**src/rtl/down_counter_timer.sv**
```systemverilog
// Loadable down-counter/timer: counts enabled cycles from a loaded value to zero,
// pulses tc at terminal count, then either stops or reloads for periodic ticks.
module down_counter_timer #(
    parameter int WIDTH = 4
) (
    input  logic             clk,
    input  logic             rst,
    input  logic             load,
    input  logic [WIDTH-1:0] load_val,
    input  logic             en,
    input  logic             auto_reload,
    output logic [WIDTH-1:0] out,
    output logic             zero,
    output logic             tc,
    output logic             busy
);

    typedef enum logic {
        IDLE  = 1'b0,
        COUNT = 1'b1
    } state_t;

    state_t           state_q, state_d;
    logic [WIDTH-1:0] count_q, count_d;
    logic [WIDTH-1:0] reload_q, reload_d;
    logic             tc_q, tc_d;

    // State register; reset drops any pending tc and the stored reload value.
    always_ff @(posedge clk) begin
        if (rst) begin
            state_q  <= IDLE;
            count_q  <= '0;
            reload_q <= '0;
            tc_q     <= 1'b0;
        end else begin
            state_q  <= state_d;
            count_q  <= count_d;
            reload_q <= reload_d;
            tc_q     <= tc_d;
        end
    end

    // Next-state logic: load outranks counting, so a load on the terminal edge
    // suppresses that tc.
    always_comb begin
        state_d  = state_q;
        count_d  = count_q;
        reload_d = reload_q;
        tc_d     = 1'b0;

        if (load) begin
            count_d  = load_val;
            reload_d = load_val;
            state_d  = (load_val != '0) ? COUNT : IDLE;
        end else begin
            case (state_q)
                IDLE: begin
                    state_d = IDLE;
                end
                COUNT: begin
                    if (en) begin
                        // "<= 1" also guards the unreachable case of counting from 0.
                        if (count_q <= WIDTH'(1)) begin
                            tc_d = 1'b1;
                            if (auto_reload) begin
                                count_d = reload_q;
                            end else begin
                                count_d = '0;
                                state_d = IDLE;
                            end
                        end else begin
                            count_d = count_q - WIDTH'(1);
                        end
                    end
                end
                default: begin
                    state_d = IDLE;
                end
            endcase
        end
    end

    assign out  = count_q;
    assign zero = (count_q == '0);
    assign tc   = tc_q;
    assign busy = (state_q == COUNT);

endmodule

```
**config.mk**
```make
export PLATFORM = sky130hd
export DESIGN_NAME = down_counter_timer
export DESIGN_NICKNAME = d
export VERILOG_FILES = /design/src/rtl/down_counter_timer.sv
export SDC_FILE = /design/constraint.sdc
export NUM_CORES = 1
export LEC_CHECK = 0
export CORE_MARGIN = 10
export CORE_UTILIZATION = 29
export DETAILED_ROUTE_END_ITERATION = 8
export SLEW_MARGIN = 10
export SYNTH_ARGS = -nofsm -noshare
export SYNTH_HDL_FRONTEND = slang
export SYNTH_SLANG_ARGS = --single-unit
```
**constraint.sdc**
```tcl
create_clock -name clk -period 1.95 [get_ports clk]
set_clock_uncertainty 0.2 [all_clocks]
set_input_delay 0.195 -clock clk [delete_from_list [all_inputs] [get_ports clk]]
set_output_delay 0.195 -clock clk [all_outputs]
set_load 0.01 [all_outputs]
```
-- Word level (Yosys, flattened, before mapping)
Cells that the tools add are included.
- output and inout bits: 7
- register bits after elaboration: 10
- muxes and demuxes: 12
- bitwise logic cells: 2
- magnitude comparators: 1
- reductions and logical operators: 6
- $add $sub $neg: 1
- operator list (operator ; count):
    2-to-1 mux 4 bit ; 5
    2-to-1 mux 1 bit ; 6
    <= comparator 4 x 1 -> 1 bit, second input constant ; 1
    logical NOT 4 bit ; 1
    nonzero test 2 bit ; 2
    nonzero test 4 bit ; 1
    OR reduction 4 bit ; 1
    subtractor 4 x 1 -> 4 bit, second input constant ; 1
    NOT 1 bit ; 2
    case mux 1 bit (2 select lines) ; 1
    AND reduction 2 bit ; 1

-- Depth between registers and ports, before layout
Gate-level depths: netlist of the first run.
- depth in word-level cells: 5
- depth in mapped cells: 7
- gate-level depth less buffers: 6

-- Least setup slack after synthesis of the first run
No wires, ideal clock.
- path kind: reg2reg
- start point: reg count_q[0], in the netlist out[0]
- end point: reg count_q[0], in the netlist out[0]
- clock period less this slack: 1.900 ns
- setup time: 0.084 ns
- setup slack: 0.050 ns
- stages on the path, launching flop included: 8
- buffers on the path: 1
- arrival: 1.615 ns
- data required time: 1.666 ns
- cells stage by stage: dfxtp_1 -> inv_1 -> ha_1 -> or2_0 -> buf_2 -> a211o_1 -> o311a_1 -> o31ai_2
- cells in the longest elaborated chain, start to end: 5
- elaborated cells between the ends (all ways): 6
- those cells by class: add/sub: 1; order compare: 1; mux: 4
- ends and longest elaborated chain (element ; RTL line ; source):
    from (decl) ; 24 ; logic [WIDTH-1:0] count_q, count_d;
    from (signal assigned) ; 37 ; count_q <= count_d;
    subtractor 4 x 1 -> 4 bit or <= comparator 4 x 1 -> 1 bit (tied branches) ; 72, 63 ;
    2-to-1 mux 4 bit (*) ; 63 ; if (count_q <= WIDTH'(1)) begin
    2-to-1 mux 4 bit (*) ; 61 ; if (en) begin
    2-to-1 mux 4 bit (*) ; 56 ; case (state_q)
    2-to-1 mux 4 bit (*) ; 51 ; if (load) begin
Every way passes the cells marked *; elsewhere a longest branch is shown, timed or not. The select of a mux whose other input is x is not followed.
A chain may end at the register's enable or synchronous reset.

-- Worst setup path after layout of the first run
- start point: reg count_q[2], in the netlist out[2]
- end point: out zero
- cells in the longest elaborated chain, start to end: 1
- ends and longest elaborated chain (element ; RTL line ; source):
    logical NOT 4 bit ; 84 ; assign zero = (count_q == '0);
    to (decl) ; 13 ; output logic zero,
No other way between the ends.

==> results of run 1 <==
==> worst min-delay path: stages, from the launching register on <==
cell      delay (ns)
dfxtp_1         0.31
nand2b_1        0.06
a21oi_1         0.06
==> cells in the mapped netlist <==
| library cell | number |
|---|---|
| o31ai_2 | 1 |
| a21oi_1 | 6 |
| a211o_1 | 1 |
| o311a_1 | 1 |
| o21ai_0 | 1 |
| and2_1 | 3 |
| nand2b_1 | 4 |
| or2_0 | 1 |
| nor3_1 | 3 |
| mux2i_1 | 2 |
| clkbuf_2 | 1 |
| nor2b_1 | 2 |
| buf_2 | 1 |
| o31a_1 | 1 |
| a2111oi_2 | 1 |
| o22ai_1 | 1 |
| dfxtp_1 | 10 |
| ha_1 | 3 |
| nor4_1 | 2 |
| nand2_1 | 9 |
| inv_1 | 2 |
| dlygate4sd1_1 | 1 |
| nand3b_1 | 2 |
| nand4b_1 | 1 |
| nor2_1 | 4 |
| a31oi_1 | 3 |
| or3_1 | 1 |
| buf_6 | 1 |
==> cells in the final DEF, fill, tap and decap left out, drive strengths merged <==
master | Yosys | final
clkdlybuf4s50 | 0 | 15
o21ai | 1 | 1
a211o | 1 | 1
nand4b | 1 | 1
nand2b | 4 | 4
buf | 2 | 4
o31ai | 1 | 1
nor2b | 2 | 2
a31oi | 3 | 3
ha | 3 | 3
a2111oi | 1 | 1
clkbuf | 1 | 4
nor3 | 3 | 3
nor2 | 4 | 4
inv | 2 | 2
o311a | 1 | 1
and2 | 3 | 3
or2 | 1 | 1
dfxtp | 10 | 10
nor4 | 2 | 2
mux2i | 2 | 2
nand2 | 9 | 9
o31a | 1 | 1
nand3b | 2 | 2
a21oi | 6 | 6
or3 | 1 | 1
o22ai | 1 | 1
==> final timing paths <==
kind	endpoint	cells after the start
setup / recovery	zero	3
hold / removal	reload_q[2]	2
hold reg to reg	reload_q[2]	2
setup reg to reg	out[0]	6
==> flip-flops by register name, summed over array words and instances, names as in the netlist <==
register,cells
busy,1
reload_q,4
tc,1
out,4
==> area by class of cell <==
class	instances	area (sq um)	area share, %
Clock buffer	4	36.3	4.47
Inverter	2	7.51	0.924
Multi-Input combinational cell	53	352	43.3
Sequential cell	10	203	25.0
Tap cell	27	33.8	4.16
Timing Repair Buffer	19	180	22.2
==> power groups by stage <==
stage / logic [mW] / registers [mW] / clock network [mW]
3_3_place_gp: 0.140 / 0.231 / 0
3_5_place_dp: 0.139 / 0.231 / 0
4_1_cts: 0.140 / 0.227 / 0.195
5_1_grt: 0.158 / 0.231 / 0.207
2_1_floorplan: 0.0747 / 0.235 / 0
6_report: 0.143 / 0.229 / 0.194
==> per-layer routing <==
| layer | part of all wire [%] | vias to the layer above | wire, um | global-route usage (%) |
|---|---|---|---|---|
| li1 | - | 281 | - | - |
| met1 | 51 | 250 | 722 | 8.86 |
| met5 | 0 | - | 0 | 0 |
| met2 | 41 | 18 | 577 | 10.2 |
| met4 | 1.8 | 0 | 26 | 3.21 |
| met3 | 6.8 | 4 | 97 | 2.92 |
==> repair_timing <==
item | CTS | global route
endpoints found under the setup margin | 1 | 3
pin swaps | 0 | 1
gates resized for setup | 1 | 6
==> stage by stage <==
step                      power [mW]  hold slack [ns]  utilization (%)  area (sq um)
after floorplan                0.310            0.142                -           579
after global placement         0.371            0.260             39.7           763
after detailed placement       0.370            0.264             39.7           763
after CTS                      0.562            0.276             41.7           802
after global routing           0.595            0.307             42.3           812
final                          0.565            0.276             42.3           812
==> logic make-up after synthesis <==
logic type / count (synthesis) / synth area share, %
AO/OA/AOI/OAI: 16 / 19.9
adder cells (fa/ha/maj): 3 / 6.48
buffers and inverters: 6 / 6.48
flip-flops: 10 / 34.6
multiplexers: 2 / 3.46
AND/OR/NAND/NOR: 32 / 29.2
==> metrics.cfg, run 1 <==
[status]
status = finished clean

[routing]
wl_mm = 1.42
antenna_left = 0
num_vias = 553
drt_iter0_drc = 17
post-route-drc-count = 0
viasPerCell = 4.81
drt-wirelength-per-cell_um = 12.4
dr.pass1.iters = 4

[clock_tree]
cts_buffer_depth = 2
clock_sinks = 10
cts-root-buf = clkbuf_4
numCtsBuffers = 3
cts_setup_buffers = 0
cts_tree = yes
postCtsHoldBufs = 0
htree_levels = 1
clk_pin_slew_ns = 0.07
insertion_delay_ns = 0.27

[logic_synthesis]
synthTopCellsByArea = dfxtp_1 35%, ha_1 6.5%, nand2_1 5.8%
avgSynthCellArea_sq_um = 8.40
postSynthCellCount = 69
synthesis.nets = 81
yosysUniqueCellTypes = 28
yosysWarnings = 0
synth_top_area_share_pct = 34.6
synth_top_area_cell = dfxtp_1
yosysSeqAreaShare_pct = 34.6
syn_area_sq_um = 579
ys_ff_latch = 10

[timing]
fmaxAchievable_ghz = 0.538
fin_crit_sh_pct = 95.4
finalCriticalPeriod_ns = 1.86
worst_pin_slew_ns = 0.353
setup_tns_ns = 0
setup-violations-final = 0
slew_violations = 0
relSlewSlack_pct = 76.4
rsz0062_at_grt = false
postLayoutSetupSlackWorst_ns = 0.0899
timing.final.hold_violations = 0

[setup_path]
crit_start = out[2]
cp.required_ns = 1.55
startpoint_type = flop
reg2reg_from = out[0]
cp.arrival_ns = 1.47
crit_chain = nor2_4 -> and2_1 -> clkdlybuf4s50_1
critical_path.max_stage_delay_ns = 0.53
rrSetupSlack_ns = 0.16
cpLargestDelayFamily = buffers and inverters
crit_path_end_kind = output port
path_max_fanout = 6
critPathKind = flop to output port
slowest_stage = clkdlybuf4s50_1
cp_num_buf_inv = 1

[cells_and_area]
stdcell_count = 115
final_nets = 101
fillers = 197
final_layout_size_suffix_gt1_share_pct = 17.0
insertedDiodeCount = 0
area_growth_pct = 40.2

[placed_design]
dp_cells = 111
gp_congestion = 0.843
place_hpwl_mm = 1.13
io_buffer_count = 15
pre_cts_ws_ns = 0.0464

[global_routing]
gr-total-overflow = 0
grt_pass1_vias = 552
grt_start_max_net_pins = 12
antenna_found_initial = 0
grtUsageTotal_pct = 7.06
grt_pass1_wl_mm = 2.46

[power]
p_int_mw = 0.407
swShare_pct = 28.0
p_leak_nw = 0.303
combPwrFrac_pct = 25.3
power_density_mw_per_mm2 = 696
clock_power_share_pct = 34.3
ir_worst_vdd_v = 0.000308
p_sw_mw = 0.158
seq_power_share_pct = 40.4

[floorplan]
ios = 16
die_height_um = 64.7
dieArea_sq_mm = 0.00419
start_util_pct = 30.1
die_w_um = 64.7
coreArea_sq_mm = 0.00192
row_count = 16

[run]
drv_cap = 0

[min_path]
hp-start = reload_q[2]
min_path_type = flop to flop

(Power assumes the default switching activity.)
==> run 2, diff against run 1 <==
- CTS_CLUSTER_SIZE: not set -> 30
==> results of run 2 <==
No change in the layout: final DEF, timing and power equal those of run 1.
==> run 3, diff against run 2 <==
- CAP_MARGIN: not set -> 25
- CORE_UTILIZATION: 29 -> 40
- PLACE_DENSITY: not set -> 0.71
==> metrics.cfg, run 3 (synthesis gave the netlist of run 1 again) <==
[status]
status = finished clean

[cells_and_area]
mostFrequentLayoutCells = 14 x clkdlybuf4s50_1, 9 x nand2_1, 9 x dfxtp_1
final_common_cell = clkdlybuf4s50_1
fillers = 135  ; -31%
final_layout_size_suffix_gt1_share_pct = 14.9  ; -2.1 points
seqCellArea_sq_um = 201  ; -0.62%
postLayoutCellArea_sq_um = 785  ; -3.4%
area_growth_pct = 35.4
final_nets = 101  ; unchanged
insertedDiodeCount = 0  ; unchanged
multi_input_area_sq_um = 352  ; unchanged

[min_path]
min_path_type = flop to flop
hp-start = reload_q[1]

[floorplan]
start_util_pct = 43.4  ; +13 points
die_height_um = 58.1  ; -10%
row_count = 13  ; -3
coreArea_sq_mm = 0.00133  ; -31%
ios = 16  ; unchanged
dieArea_sq_mm = 0.00337  ; -19%
die_w_um = 58.1  ; -10%

[power]
p_sw_mw = 0.146  ; -7.8%
seq_power_share_pct = 44.7  ; +4.3 points
power_density_mw_per_mm2 = 650  ; -6.7%
swShare_pct = 28.6  ; +0.65 points
combPwrFrac_pct = 27.8  ; +2.5 points
p_int_mw = 0.364  ; -11%
ir_worst_vdd_v = 0.000242  ; -22%
p_leak_nw = 0.306  ; +0.89%
clock_power_share_pct = 27.5  ; -6.8 points

[setup_path]
reg2reg_from = out[1]
crit_path_end_kind = flop
crit_start = out[1]
critPathKind = flop to flop
cp.arrival_ns = 1.81  ; +0.34 ns
cp.required_ns = 1.93  ; +0.38 ns
path_max_fanout = 6  ; unchanged
startpoint_type = flop

[clock_tree]
htree_levels = 1  ; unchanged
cts_tree = yes
cts_buffer_depth = 2  ; unchanged
numCtsBuffers = 3  ; unchanged
clock_sinks = 10  ; unchanged
cts_setup_buffers = 0  ; unchanged
cts-root-buf = clkbuf_4
postCtsHoldBufs = 0  ; unchanged
insertion_delay_ns = 0.26  ; about the same
clk_pin_slew_ns = 0.06  ; about the same

[routing]
viasPerCell = 5.39  ; +12%
wl_mm = 1.40  ; -1.5%
post-route-drc-count = 0  ; unchanged
drt_iter0_drc = 11  ; -6
num_vias = 550  ; -0.54%
dr.pass1.iters = 4  ; unchanged
drt-wirelength-per-cell_um = 13.8  ; +11%
antenna_left = 0  ; unchanged

[global_routing]
grt_pass1_wl_mm = 2.39  ; -2.5%
grtUsageTotal_pct = 9.07  ; +2.0 points
gr-total-overflow = 0  ; unchanged
grt_pass1_vias = 529  ; -4.2%
grt_start_max_net_pins = 14  ; +2
antenna_found_initial = 0  ; unchanged

[placed_design]
gp_congestion = 0.754  ; -11%
place_hpwl_mm = 1.07  ; -5.0%
io_buffer_count = 15  ; unchanged
place_area_sq_um = 748  ; -2.0%

[run]
drv_cap = 0  ; unchanged

[timing]
fmaxAchievable_ghz = 0.546  ; +1.5%
relSlewSlack_pct = 73.4  ; -2.9 points
worst_pin_slew_ns = 0.397  ; +0.0440 ns
setup-violations-final = 0  ; unchanged
finalCriticalPeriod_ns = 1.83  ; -0.0275 ns
setup_tns_ns = 0  ; unchanged
fin_crit_sh_pct = 94.0  ; -1.4 points
timing.final.hold_violations = 0  ; unchanged
rsz0062_at_grt = false
slew_violations = 0  ; unchanged

run 3: cell types whose count changed in the layout (fill, tap and decap cells not counted):
cell,before,now
clkbuf_8,1,0
clkdlybuf4s50_1,15,14
dfxtp_1,8,9
dfxtp_2,2,1
dlymetal6s2s_1,0,1
run 3: final cells by class:
cell class	count	share of cell area, %
Multi-Input combinational cell	53	44.8
Sequential cell	10	25.7
Timing Repair Buffer	19	23.3
Clock buffer	3	2.87
Tap cell	15	2.39
Inverter	2	0.957
run 3: power by group through the flow:
stage	Sequential, mW	Combinational (mW)	Clock, mW
2_1_floorplan	0.235	0.0747	0
3_3_place_gp	0.230	0.138	0
3_5_place_dp	0.231	0.138	0
4_1_cts	0.227	0.140	0.146
5_1_grt	0.230	0.159	0.156
6_report	0.228	0.142	0.140
run 3: stage by stage:
step	setup WS, ns	util, %	total power, mW	std cells	hold slack [ns]
2_1_floorplan	0.0502	-	0.310	69	0.142
3_3_place_gp	0.121	56.1	0.368	99	0.261
3_5_place_dp	0.0516	56.1	0.369	99	0.264
4_1_cts	0.00393	58.0	0.513	102	0.276
5_1_grt	0.0217	58.8	0.544	102	0.302
6_report	0.117	58.8	0.510	102	0.272
run 3: final timing paths:
| path | to | slack [ns] | cells after the start |
|---|---|---|---|
| min reg2reg | reload_q[1] | 0.27 | 2 |
| max | out[0] | 0.12 | 6 |
| max reg2reg | out[0] | 0.12 | 6 |
| min | reload_q[1] | 0.27 | 2 |
run 3: routing by layer:
metal / GRT usage [%] / share of wire (%)
met1: 11.1 / 45
met2: 11.5 / 42
met3: 3.92 / 8.8
met4: 8.05 / 4.1
met5: 0 / 0
run 3: worst max-delay path: stages (launching register included):
cell and delay, ns:
dfxtp_1 0.37, inv_2 0.07, ha_1 0.21, or2_4 0.28, a211o_1 0.30, o311a_1 0.13, o31ai_2 0.18
run 3: timing repair:
action	CTS	global route
cloned	0	0
resized for setup	1	6
setup endpoints to repair	1	3
